<file path="src/rtl/mem_ctrl_pkg.sv">
`default_nettype none
// ---------------------------------------------------------------------------
// mem_ctrl_pkg : memory command encodings and SRAM arbiter state type | rev 1.0
// ---------------------------------------------------------------------------
package mem_ctrl_pkg;

   localparam logic [1:0] MEM_NONE  = 2'b00;
   localparam logic [1:0] MEM_READ  = 2'b01;
   localparam logic [1:0] MEM_WRITE = 2'b10;

   typedef enum logic [2:0] {
      ST_IDLE    = 3'd0,
      ST_D_RD    = 3'd1,
      ST_D_WR    = 3'd2,
      ST_WR_HOLD = 3'd3,
      ST_I_RD    = 3'd4
   } arb_state_t;

endpackage
`default_nettype wire

</file>
<file path="src/rtl/mem_arbiter.sv">
`default_nettype none
// ---------------------------------------------------------------------------
// mem_arbiter : data/fetch sharing of one async SRAM, with pipeline stall | rev 1.0
// ---------------------------------------------------------------------------
module mem_arbiter
   import mem_ctrl_pkg::*;
#(
   parameter int WAIT_CYCLES = 1,
   parameter int ADDR_W      = 16
) (
   input  logic              clk,
   input  logic              rst,
   input  logic [1:0]        data_ctrl,
   input  logic [15:0]       data_addr,
   input  logic [15:0]       data_wdata,
   output logic [15:0]       data_rdata,
   input  logic              inst_req,
   input  logic [15:0]       inst_addr,
   output logic [15:0]       inst_rdata,
   output logic              stall,
   output logic [ADDR_W-1:0] sram_addr,
   output logic [15:0]       sram_dout,
   input  logic [15:0]       sram_din,
   output logic              sram_dout_en,
   output logic              sram_ce_n,
   output logic              sram_oe_n,
   output logic              sram_we_n
);

   localparam int               CNT_W    = (WAIT_CYCLES > 0) ? $clog2(WAIT_CYCLES + 1) : 1;
   localparam logic [CNT_W-1:0] CNT_LAST = CNT_W'(WAIT_CYCLES);

   arb_state_t        state;
   arb_state_t        state_nxt;
   logic [CNT_W-1:0]  cnt;
   logic              cnt_last;
   logic              data_done;
   logic              inst_done;
   logic              data_req;
   logic [ADDR_W-1:0] data_addr_x;
   logic [ADDR_W-1:0] inst_addr_x;

   // Reserved command 11 behaves exactly like NONE.
   assign data_req = (data_ctrl == MEM_READ) || (data_ctrl == MEM_WRITE);
   assign cnt_last = (cnt == CNT_LAST);
   assign stall    = (data_req && !data_done) || (inst_req && !inst_done);

   generate
      if (ADDR_W > 16) begin : g_addr_ext
         assign data_addr_x = {{(ADDR_W-16){1'b0}}, data_addr};
         assign inst_addr_x = {{(ADDR_W-16){1'b0}}, inst_addr};
      end else if (ADDR_W == 16) begin : g_addr_eq
         assign data_addr_x = data_addr;
         assign inst_addr_x = inst_addr;
      end else begin : g_addr_trunc
         assign data_addr_x = data_addr[ADDR_W-1:0];
         assign inst_addr_x = inst_addr[ADDR_W-1:0];
      end
   endgenerate

   always_ff @(posedge clk) begin
      if (!rst) begin
         state <= ST_IDLE;
      end else begin
         state <= state_nxt;
      end
   end

   // Accesses always fall back to IDLE, so CE/WE deassert between any two of them.
   always_comb begin
      state_nxt = state;
      case (state)
         ST_IDLE: begin
            if (data_req && !data_done) begin
               state_nxt = (data_ctrl == MEM_WRITE) ? ST_D_WR : ST_D_RD;
            end else if (inst_req && !inst_done) begin
               state_nxt = ST_I_RD;
            end
         end
         ST_D_RD:    if (cnt_last) state_nxt = ST_IDLE;
         ST_I_RD:    if (cnt_last) state_nxt = ST_IDLE;
         ST_D_WR:    if (cnt_last) state_nxt = ST_WR_HOLD;
         ST_WR_HOLD: state_nxt = ST_IDLE;
         default:    state_nxt = ST_IDLE;
      endcase
   end

   always_comb begin
      sram_ce_n    = 1'b1;
      sram_oe_n    = 1'b1;
      sram_we_n    = 1'b1;
      sram_dout_en = 1'b0;
      case (state)
         ST_D_RD, ST_I_RD: begin
            sram_ce_n = 1'b0;
            sram_oe_n = 1'b0;
         end
         ST_D_WR: begin
            sram_ce_n    = 1'b0;
            sram_we_n    = 1'b0;
            sram_dout_en = 1'b1;
         end
         ST_WR_HOLD: begin
            sram_ce_n    = 1'b0;
            sram_dout_en = 1'b1;
         end
         default: begin
            sram_ce_n = 1'b1;
         end
      endcase
   end

   always_ff @(posedge clk) begin
      if (!rst) begin
         cnt        <= '0;
         data_done  <= 1'b0;
         inst_done  <= 1'b0;
         data_rdata <= '0;
         inst_rdata <= '0;
         sram_addr  <= '0;
         sram_dout  <= '0;
      end else begin
         if ((state == ST_IDLE) || (state == ST_WR_HOLD) || cnt_last) begin
            cnt <= '0;
         end else begin
            cnt <= cnt + CNT_W'(1);
         end

         // Address and write data are captured once, on leaving IDLE.
         if (state == ST_IDLE) begin
            if ((state_nxt == ST_D_RD) || (state_nxt == ST_D_WR)) begin
               sram_addr <= data_addr_x;
            end else if (state_nxt == ST_I_RD) begin
               sram_addr <= inst_addr_x;
            end
            if (state_nxt == ST_D_WR) begin
               sram_dout <= data_wdata;
            end
         end

         if ((state == ST_D_RD) && cnt_last) data_rdata <= sram_din;
         if ((state == ST_I_RD) && cnt_last) inst_rdata <= sram_din;

         // The pipeline advances on every non-stalled edge, retiring both flags.
         if (!stall) begin
            data_done <= 1'b0;
            inst_done <= 1'b0;
         end else begin
            if (((state == ST_D_RD) && cnt_last) || (state == ST_WR_HOLD)) data_done <= 1'b1;
            if ((state == ST_I_RD) && cnt_last) inst_done <= 1'b1;
         end
      end
   end

endmodule
`default_nettype wire

</file>
<file path="config.mk">
export PLATFORM = sky130hd
export DESIGN_NAME = mem_arbiter
export DESIGN_NICKNAME = d
export VERILOG_FILES = /design/src/rtl/mem_ctrl_pkg.sv /design/src/rtl/mem_arbiter.sv
export SDC_FILE = /design/constraint.sdc
export NUM_CORES = 1
export LEC_CHECK = 0
export ABC_AREA = 1
export CELL_PAD_IN_SITES_DETAIL_PLACEMENT = 1
export CELL_PAD_IN_SITES_GLOBAL_PLACEMENT = 2
export CORE_MARGIN = 10
export CORE_UTILIZATION = 22
export DETAILED_ROUTE_END_ITERATION = 8
export PLACE_DENSITY_LB_ADDON = 0.1
export SETUP_SLACK_MARGIN = 0.4
export SYNTH_ARGS = -nofsm -noshare
export SYNTH_HDL_FRONTEND = slang
export SYNTH_SLANG_ARGS = --single-unit
</file>
<file path="constraint.sdc">
create_clock -name clk -period 5 [get_ports clk]
set_input_delay 1 -clock clk [delete_from_list [all_inputs] [get_ports clk]]
set_output_delay 1 -clock clk [all_outputs]
set_load 0.005 [all_outputs]
</file>
# Yosys cells after proc, flatten, opt, wreduce, memory -nomap -nowiden

Cells that the tools add are included.

Multiplexer cells: 12
Equal/unequal tests: 9
Add/subtract/negate cells: 1
Reduce and logical (&&, ||, !) cells: 21
Bitwise gates (word level): 1

Operators by type and width:

| cell                | number |
|---|---|
| $mux 16             | 2 |
| $mux 3              | 4 |
| $eq 3x2->1 const B  | 3 |
| $pmux 3 s3          | 1 |
| $eq 3x1->1 const B  | 2 |
| $eq 3x3->1 const B  | 2 |
| $logic_or 1x1->1    | 6 |
| $reduce_and 2->1    | 3 |
| $reduce_or 2->1     | 3 |
| $logic_and 1x1->1   | 4 |
| $mux 1              | 4 |
| $reduce_or 4->1     | 1 |
| $logic_not 3->1     | 1 |
| $eq 2x1->1 const B  | 1 |
| $eq 2x2->1 const B  | 1 |
| $logic_not 1->1     | 2 |
| $mux 2              | 1 |
| $reduce_bool 2->1   | 1 |
| $add 1x1->1 const B | 1 |
| $not 1->1           | 1 |

Output and inout port bits: 69
Input port bits: 69
Word-level logic and storage cells: 52
Register bits: 70

# Longest topological paths before layout

Depth in word-level cells: 9
Gate-level depth with buffers: 15
Depth with buffers taken out: 14

# Least setup slack after synthesis

Ideal clock, no wire load.

Path type: input port to output port
Start point: input data_ctrl[0]
End point: output stall
Path buffers: 0
Data required time: 4.000 ns
Arrival: 1.509 ns
Setup slack: 2.491 ns
Cell stages on the path: 5
Cells stage by stage: inv_1 ha_1 inv_1 nand2_1 nand2_1

Longest elaborated chain between the ends: 4
Elaborated cells on any way between the ends: 5
Those cells by class: 2 x eq/ne; 3 x reduce/logical

RTL lines:

| what                                     | line              | source |
|---|---|---|
| start: declaration                       | mem_arbiter.sv:13 | `input logic [1:0] data_ctrl,` |
| $eq 2x1->1 or $eq 2x2->1 (tied branches) | mem_arbiter.sv:44 | `assign data_req = (data_ctrl == MEM_READ) \|\| (data_ctrl == MEM_WRITE);` |
| $logic_or 1x1->1 (*)                     | mem_arbiter.sv:44 |  |
| $logic_and 1x1->1 (*)                    | mem_arbiter.sv:46 | `assign stall = (data_req && !data_done) \|\| (inst_req && !inst_done);` |
| $logic_or 1x1->1 (*)                     | mem_arbiter.sv:46 |  |
| end: declaration                         | mem_arbiter.sv:20 | `output logic stall,` |

Every way passes the cells marked *; elsewhere a longest branch is shown, timed or not.

# Final worst setup path

Ends and elaborated chain as after synthesis.

==> impl_metrics.json <==
{
  "tns_ns": 0,
  "grtUsageTotal": 0.1234,
  "dieArea_sq_um": 18510,
  "startpoint_type": "input port",
  "die_h_um": 136.1,
  "worst_slew_pin_slew_ns": 0.9327,
  "drv_slew": 0,
  "syn_area_per_cell_sq_um": 6.971,
  "setup_viol": 0,
  "fin_crit_ns": 3.530,
  "synth_area_leader_cell": "dfxtp_1",
  "crit_start": "data_ctrl[0]",
  "netlist.area_leader.share": 0.4730,
  "clk_pin_slew_ns": 0.06,
  "drcViolationCount": 0,
  "finalClockSkew_ns": 0.008115,
  "layout-drive-gt1-share": 0.05566,
  "cp_max_fo": 3,
  "critPathSlowestCell": "clkdlybuf4s50_1",
  "dp.final_hpwl_um": 8054,
  "grt_max_degree": 51,
  "nNetsFinal": 622,
  "timing.fmax_mhz": 283.3,
  "cts_sinks": 70,
  "grt_pass1_wl_um": 17950,
  "rsz0062_at_grt": "no",
  "start_util": 0.2237,
  "yosysUniqueCellTypes": 20,
  "path_delay_family": "buffers and inverters",
  "synth.cell_area_sq_um": 2963,
  "core_sq_um": 13240,
  "holdPathStages": 2,
  "total_power_mw": 2.437,
  "antenna_found_initial": 0,
  "drt-total-wl_um": 11030,
  "rows": 42,
  "dr.pass1.iters": 4,
  "clock_latency_ns": 0.34,
  "relSlewSlack": 0.3774,
  "clockBufferDepth": 2,
  "slowest_delay_ns": 0.51,
  "ys_seq_area_frac": 0.4730,
  "power.density_nw_per_um2": 511.0,
  "synth_seq_cells": 70,
  "path_cells": "clkdlybuf4s50_1 > inv_1 > ha_1 > inv_1 > nand2_1 > nand2_1 > clkdlybuf4s50_1",
  "synth_fp_nets": 495,
  "htree_num_levels": 3,
  "whs_ns": 0.4618,
  "n_antenna_cell": 0,
  "reg2reg_depth": 4,
  "clockRootBuffer": "clkbuf_16",
  "finalCritPeriodShare": 0.7060,
  "post-cts-setup-buffers": 0,
  "cts_hold_buffers": 0,
  "post_drt_via_cell_ratio": 4.226,
  "p_leak_nw": 1.948,
  "ant_nets": 0,
  "ys.warnings.count": 0,
  "end_kind": "output port",
  "status": "finished, final reports clean",
  "io_buffers": 137,
  "wl_per_cell_um": 15.05,
  "critical_path_buf_inv_count": 4,
  "drt_iter0_drc": 93,
  "hold_viol": 0,
  "cts_resized": 0,
  "vias": 3098,
  "grt_pass1_vias": 3395,
  "area_growth_pct": 60.94,
  "numCtsBuffers": 9,
  "ios": 138,
  "min_from": "inst_done$_SDFFE_PN0P_",
  "hold_class": "reg2reg",
  "r2r-start": "cnt$_SDFF_PP0_",
  "synth.area.top_cells": "dfxtp_1, nor2_1, nand2_1, nand3_1, o21ai_0",
  "critPathRequiredTime_ns": 4.00,
  "worstSetupPathType": "in2out",
  "crit_cells": 7,
  "cap_violations": 0,
  "ir_drop_mv": 0.1882,
  "overflow": 0,
  "synthCells": 425,
  "cts_tree": "built",
  "routabilityCongestion": 0.7039,
  "die_width_um": 136.1,
  "cp_data_arrival_time_ns": 2.53
}
[power by group]
part	switching [mW]	leakage [nW]	total (mW)	internal, mW
clock network	0.246	0.162	0.710	0.464
logic	0.555	1.21	0.980	0.424
registers	0.0797	0.572	0.747	0.667
total	0.882	1.95	2.44	1.56
[cell usage in the layout (no fill, tap or decap), types with 2 or more instances in the layout]
master / synthesis / final
nor2_1: 107 / 107
nand2_4: 3 / 3
dfxtp_1: 70 / 70
nand2_1: 97 / 97
inv_1: 26 / 26
nand2_2: 3 / 3
bufinv_16: 0 / 2
inv_2: 3 / 3
clkdlybuf4s50_1: 0 / 136
clkbuf_8: 0 / 2
a21oi_1: 22 / 22
nand3_1: 34 / 34
nand3_2: 2 / 2
o21ai_0: 32 / 32
clkbuf_16: 0 / 9
[per-layer routing]
metal,global-route usage,up-vias,part of all wire
li1,-,1587,-
met1,0.1457,1417,0.44
met2,0.2038,83,0.48
met3,0.04244,11,0.066
met4,0.04260,0,0.014
met5,0,-,0
[flip-flops by register name, indices dropped and copies added (netlist names)]
register / cells
state: 3
sram_dout: 16
data_done: 1
inst_done: 1
sram_addr: 16
cnt: 1
data_rdata: 16
inst_rdata: 16
[cell usage after synthesis]
cell type and number:
nor2_1 107, buf_4 2, inv_2 3, nand3_1 34
inv_1 26, dfxtp_1 70, ha_1 1, nand2_1 97
o21ai_0 32, nor2_2 1, buf_6 3, buf_2 5
nand3_2 2, o21ai_4 1, nand2_4 3, clkbuf_1 11
nand2_2 3, nand3_4 1, nor4_1 1, a21oi_1 22
[path summary, 6_finish.rpt]
kind	end	slack [ns]
max	stall	1.47
min	inst_done$_SDFFE_PN0P_	0.46
max reg2reg	data_rdata[15]$_SDFFE_PN0P_	2.49
min reg2reg	inst_done$_SDFFE_PN0P_	0.46
[logic make-up after synthesis]
| group | after synthesis | share of synthesized area |
|---|---|---|
| DFF | 70 | 0.4730 |
| adders and majority gates | 1 | 0.004222 |
| AOI/OAI and AO/OA | 55 | 0.09671 |
| buffers and inverters | 50 | 0.07559 |
| and+or+nand+nor | 249 | 0.3505 |
[per-stage QoR]
stage                     worst slack, ns  cells  cell area (sq um)    util
after detailed placement            1.457    717               4434  0.3348
after floorplan                     2.491    425               2963       -
after global placement              1.482    717               4434  0.3348
final                               1.470    733               4768  0.3601
after global routing                1.335    733               4768  0.3601
after CTS                           1.441    733               4768  0.3601
[cell type report]
class / count / area, sq um
Tap cell: 176 / 220.2
Timing Repair Buffer: 137 / 1366
Clock inverter: 5 / 81.33
Sequential cell: 70 / 1401
Clock buffer: 11 / 252.7
Inverter: 29 / 108.9
Multi-Input combinational cell: 305 / 1338
Fill cell: 1652 / 8474
[worst reg2reg max path, cell delays in order (launching register included)]
cell and delay, ns:
dfxtp_1 0.93, nand2_1 0.65, inv_1 0.65, nor2_1 0.10
nor2_1 0.12
Power figures use the tool's default switching activity.
